--- config.mk ---
export PLATFORM = sky130hd
export DESIGN_NAME = train_sched
export DESIGN_NICKNAME = d
export VERILOG_FILES = /design/src/rtl/train_sched.sv
export SDC_FILE = /design/constraint.sdc
export NUM_CORES = 1
export LEC_CHECK = 0
export BUFFER_PORTS_ARGS = -buffer_cell sky130_fd_sc_hd__buf_2
export CORE_ASPECT_RATIO = 1.4
export CORE_UTILIZATION = 25
export CTS_BUF_LIST = sky130_fd_sc_hd__clkbuf_8
export CTS_CLUSTER_SIZE = 10
export DETAILED_ROUTE_END_ITERATION = 10
export SYNTH_ARGS = -nofsm -noshare
export SYNTH_HDL_FRONTEND = slang
export SYNTH_SLANG_ARGS = --single-unit
--- constraint.sdc ---
create_clock -name clk -period 3.1 [get_ports clk]
set_clock_uncertainty 0.2 [all_clocks]
set_input_delay 0.31 -clock clk [delete_from_list [all_inputs] [get_ports clk]]
set_output_delay 0.31 -clock clk [all_outputs]
set_load 0.03 [all_outputs]
--- src/rtl/train_sched.sv ---
// Epoch/sample scheduler: issues TR/VL pulses to the phase sequencer and tracks sample/epoch indices.
// Optional feature: define SCHED_VAL_EN to run a validation pass after each epoch's training pass.
module train_sched #(
  parameter int SAMPLE_W = 8,
  parameter int EPOCH_W  = 8,
  parameter int START_TO = 2,
  parameter int PASS_TO  = 127
) (
  input  logic                clk,
  input  logic                rst,
  input  logic                start,
  input  logic [SAMPLE_W-1:0] n_train,
  input  logic [SAMPLE_W-1:0] n_val,
  input  logic [EPOCH_W-1:0]  n_epoch,
  input  logic                FPH,
  input  logic                FPO,
  input  logic                BPH,
  input  logic                BPO,
  output logic                TR,
  output logic                VL,
  output logic [SAMPLE_W-1:0] addr,
  output logic [EPOCH_W-1:0]  epoch,
  output logic                busy,
  output logic                done,
  output logic                err
);

`ifdef SCHED_VAL_EN
  localparam bit VAL_EN = 1'b1;
`else
  localparam bit VAL_EN = 1'b0;
`endif

  localparam int TMAX = (START_TO > PASS_TO) ? START_TO : PASS_TO;
  localparam int TW = $clog2(TMAX + 2);
  localparam logic [TW-1:0] START_LIM = TW'(START_TO - 1);
  localparam logic [TW-1:0] PASS_LIM  = TW'(PASS_TO);

  typedef enum logic [2:0] {IDLE, ISSUE, WAIT_START, WAIT_END, NEXT, FIN} state_t;

  state_t              state, state_nx;
  logic [SAMPLE_W-1:0] nt_q, nv_q;
  logic [EPOCH_W-1:0]  ne_q;
  logic                val_pass;
  logic [TW-1:0]       cnt;

  logic act, run_empty, last_train, last_val, last_epoch, pass_end, to_val, timeout;

  // cnt counts idle cycles in WAIT_START and high cycles of act in WAIT_END
  assign act        = FPH | FPO | BPH | BPO;
  assign run_empty  = (n_epoch == '0) || ((n_train == '0) && !(VAL_EN && (n_val != '0)));
  assign last_train = (addr == nt_q - SAMPLE_W'(1));
  assign last_val   = (addr == nv_q - SAMPLE_W'(1));
  assign last_epoch = (epoch == ne_q - EPOCH_W'(1));
  assign pass_end   = val_pass ? last_val : last_train;
  assign to_val     = !val_pass && VAL_EN && (nv_q != '0);
  assign timeout    = ((state == WAIT_START) && !act && (cnt == START_LIM)) ||
                      ((state == WAIT_END)   &&  act && (cnt == PASS_LIM));

  always_ff @(posedge clk) begin
    if (rst) state <= IDLE;
    else     state <= state_nx;
  end

  always_comb begin
    state_nx = state;
    case (state)
      IDLE:       if (start) state_nx = run_empty ? FIN : ISSUE;
      ISSUE:      if (!act) state_nx = WAIT_START;
      WAIT_START: if (act) state_nx = WAIT_END;
                  else if (timeout) state_nx = IDLE;
      WAIT_END:   if (!act) state_nx = NEXT;
                  else if (timeout) state_nx = IDLE;
      NEXT:       state_nx = (pass_end && !to_val && last_epoch) ? FIN : ISSUE;
      FIN:        state_nx = IDLE;
      default:    state_nx = IDLE;
    endcase
  end

  always_comb begin
    TR   = 1'b0;
    VL   = 1'b0;
    busy = (state == ISSUE) || (state == WAIT_START) || (state == WAIT_END) || (state == NEXT);
    done = (state == FIN);
    if ((state == ISSUE) && !act) begin
      TR = !val_pass;
`ifdef SCHED_VAL_EN
      VL = val_pass;
`else
      VL = 1'b0;
`endif
    end
  end

  // A zero-length training pass is skipped by starting each epoch directly in validation
  always_ff @(posedge clk) begin
    if (rst) begin
      nt_q     <= '0;
      nv_q     <= '0;
      ne_q     <= '0;
      val_pass <= 1'b0;
      cnt      <= '0;
      addr     <= '0;
      epoch    <= '0;
      err      <= 1'b0;
    end else begin
      case (state)
        IDLE: if (start) begin
          nt_q     <= n_train;
          nv_q     <= n_val;
          ne_q     <= n_epoch;
          val_pass <= (n_train == '0);
          cnt      <= '0;
          addr     <= '0;
          epoch    <= '0;
          err      <= 1'b0;
        end
        ISSUE: cnt <= '0;
        WAIT_START: begin
          cnt <= act ? TW'(1) : cnt + TW'(1);
          if (timeout) err <= 1'b1;
        end
        WAIT_END: begin
          if (act) cnt <= cnt + TW'(1);
          if (timeout) err <= 1'b1;
        end
        NEXT: begin
          if (!pass_end) begin
            addr <= addr + SAMPLE_W'(1);
          end else begin
            addr <= '0;
            if (to_val) begin
              val_pass <= 1'b1;
            end else begin
              val_pass <= (nt_q == '0);
              if (!last_epoch) epoch <= epoch + EPOCH_W'(1);
            end
          end
        end
        default: ;
      endcase
    end
  end

endmodule

==> flow_metrics.env <==
export IMPL_outcome="finished clean"
export IMPL_synthToLayoutAreaGrowth_pct=16.74
export IMPL_worstPathArrival_ns=2.93
export IMPL_slowest_delay_ns=0.47
export IMPL_insertion_delay_ns=0.32
export IMPL_hold_viol_final=0
export IMPL_root_buffer="clkbuf_8"
export IMPL_p_int_mw=0.9998
export IMPL_worstPathMaxFanout=14
export IMPL_fin_util_pct=30.04
export IMPL_numCtsBuffers=5
export IMPL_io_pins=52
export IMPL_antenna_left=0
export IMPL_antenna_found_initial=0
export IMPL_clock_sinks=53
export IMPL_cp_cell_sequence="buf_4 -> mux2i_1 -> xor2_1 -> nor4bb_2 -> nor3_2 -> o31a_1 -> nor4_1 -> mux2i_1"
export IMPL_postCtsSetupRepairBufs=0
export IMPL_tritoncts="yes"
export IMPL_ys_seq_area_share_pct=34.71
export IMPL_cp_top_family="simple AND/OR/NAND/NOR gates"
export IMPL_num_antenna_cells=0
export IMPL_p_leak_nw=1.328
export IMPL_start_util_pct=25.73
export IMPL_wl_met1_um=3608
export IMPL_highest_layer="met4"
export IMPL_finalNetCount=478
export IMPL_rsz0062_at_grt="no"
export IMPL_async_flop_share_pct=0
export IMPL_synth_most_common_cell="nand2_1"
export IMPL_worstSetupPathType="register to register"
export IMPL_pwr_share_comb_pct=21.8
export IMPL_clk_path_buf_depth=2
export IMPL_drc=0
export IMPL_ys_seq_elements=53
export IMPL_detail_route_wl_per_cell_um=14.38
export IMPL_port_buffers=50
export IMPL_maxCapViolCount=0
export IMPL_synthesis_area_um2=3057
export IMPL_yosysTopAreaCell="dfxtp_1"
export IMPL_vias=3053
export IMPL_synthDominantCellAreaShare_pct=34.71
export IMPL_clockPowerShare_pct=27.5
export IMPL_synth_edf_count=0
export IMPL_vdd_drop_max_uv=160.6
export IMPL_drv_slew=0
export IMPL_grt_start_max_net_pins=40
export IMPL_grt_usage_pct=13.70
export IMPL_yosys_warnings=0
export IMPL_drive_above_1_share_pct=17.65
export IMPL_cp_start_kind="register"
export IMPL_p_switching_mw=0.4669
export IMPL_fin_setup_tns_ns=0
export IMPL_syn_area_per_cell_um2=7.699
export IMPL_relSlewSlack_pct=49.73
export IMPL_h_tree_depth=2
export IMPL_setup_viol=0
export IMPL_drtIter0Drc=146
export IMPL_tightestPinTransition_ns=0.7540
export IMPL_grt_first_pass_wirelength_um=13800
export IMPL_drt_vias_per_instance=5.183
export IMPL_critPathRequiredTime_ns=3.16
export IMPL_grt_pass1_vias=2888
export IMPL_gp_congestion=0.8378
export IMPL_dieArea_um2=12680
export IMPL_path_clk_slew_ns=0.11
export IMPL_die_y_um=132.8
export IMPL_fin_crit_ns=2.869
export IMPL_worstSetupEndpointType="register"
export IMPL_wl_met3_um=361
export IMPL_cp_slowest_cell="dfxtp_1"
export IMPL_synth_distinct_cells=54
export IMPL_synthTopCellsByCount="nand2_1, dfxtp_1, a21oi_1"
export IMPL_p_seq_share_pct=50.8
export IMPL_num_rows=47
export IMPL_grt_overflow=0
export IMPL_post_route_period_util_pct=92.56
export IMPL_powerDensity_nw_per_um2=411.0
export IMPL_syn_inst=397
export IMPL_hpwl_um=6382
export IMPL_fmax_mhz=348.5
export IMPL_drt_total_wl_um=8471
export IMPL_core_area_um2=11880
export IMPL_synth_area_leaders="dfxtp_1, nand2_1, a21oi_1"
export IMPL_syn_nets=434
export IMPL_p_sw_share_pct=31.83
export IMPL_critical_path_buf_inv_count=1
export IMPL_hold_path_class="input pin to register"
export IMPL_wl_met2_um=4299
export IMPL_crit_top_cell="mux2i_1"
export IMPL_first_pass_iters=4
export IMPL_synth_main_ff_cell="dfxtp_1"
export IMPL_die_w_um=95.45
## worst reg2reg max path, cell delays in order (launching register included)
cell      delay [ns]
dfxtp_1         0.47
buf_4           0.26
mux2i_1         0.23
xor2_1          0.22
nor4bb_2        0.35
nor3_2          0.12
o31a_1          0.39
nor4_1          0.36
mux2i_1         0.21
## registers in the layout, summed over array words and instances (netlist names)
signal    count
err           1
ne_q          8
state         3
epoch         8
val_pass      1
nt_q          8
cnt           8
addr          8
nv_q          8
## layout by cell type, fill, tap and decap left out, types with 11 or more instances in the layout
cell type | Yosys | final
nor3_1 | 17 | 16
dfxtp_1 | 53 | 53
xor2_1 | 14 | 14
buf_2 | 1 | 50
nand2_1 | 78 | 78
o21ai_0 | 13 | 13
nand3_1 | 13 | 13
nor2_1 | 30 | 30
mux2i_1 | 14 | 13
xnor2_1 | 12 | 12
a21oi_1 | 37 | 37
nor4_1 | 11 | 11
## metal layers
metal | track usage, % | vias up
met1 | 15.87 | 1458
met4 | 5.721 | 0
li1 | - | 1500
met2 | 24.09 | 78
met3 | 2.529 | 17
met5 | 0 | -
## through the flow
step / area [um^2] / hold slack (ns) / power (mW) / setup slack, ns / cells
5_1_grt: 3568 / 0.02991 / 1.542 / 0.01285 / 589
3_3_place_gp: 3457 / 0.2523 / 1.061 / 0.3968 / 581
6_report: 3568 / 0.01891 / 1.467 / 0.2306 / 589
2_1_floorplan: 3057 / 0.2360 / 0.9784 / 0.3707 / 397
3_5_place_dp: 3457 / 0.2669 / 1.071 / 0.2948 / 581
4_1_cts: 3543 / 0.01775 / 1.472 / 0.2669 / 589
## path summary, 6_finish.rpt
kind,end,depth (start not counted),startpoint,slack (ns)
worst min-delay path,nv_q[7],3,n_val[7],0.02
worst max-delay path,epoch[5],8,val_pass,0.23
worst min register to register,err,2,err,0.27
worst max register to register,epoch[5],8,val_pass,0.23
## power groups by stage
stage,Combinational (mW),Sequential (mW),Clock (mW)
detailed placement,0.312,0.759,0
finish,0.319,0.745,0.403
floorplan,0.235,0.743,0
CTS,0.314,0.743,0.415
global placement,0.303,0.758,0
global route,0.355,0.749,0.437
## final cells by class
cell class,count,area [um^2]
clock buffer,5,68.82
multi-input combinational,317,1904
sequential,53,1061
clock inverter,3,17.52
timing repair buffer,58,310.3
fill,1319,8310
tap,147,183.9
inverter,6,22.52
## cell families (layout without fill, tap and decap cells)
logic type | after synthesis | count (layout) | share of synthesized area (%)
compound gates | 83 | 83 | 17.03
xor+xnor | 26 | 26 | 7.450
fa+ha+maj | 6 | 6 | 2.456
buf+inv | 27 | 72 | 4.011
flops | 53 | 53 | 34.71
mux | 16 | 16 | 5.321
other cells | 1 | 1 | 0.1227
simple gates | 185 | 185 | 28.90
## timing repair
item,CTS,global route
hold buffers,0,0
endpoints found under the setup margin,0,6
gates resized for setup,0,5
No activity file was read; power rests on OpenSTA's default activity.
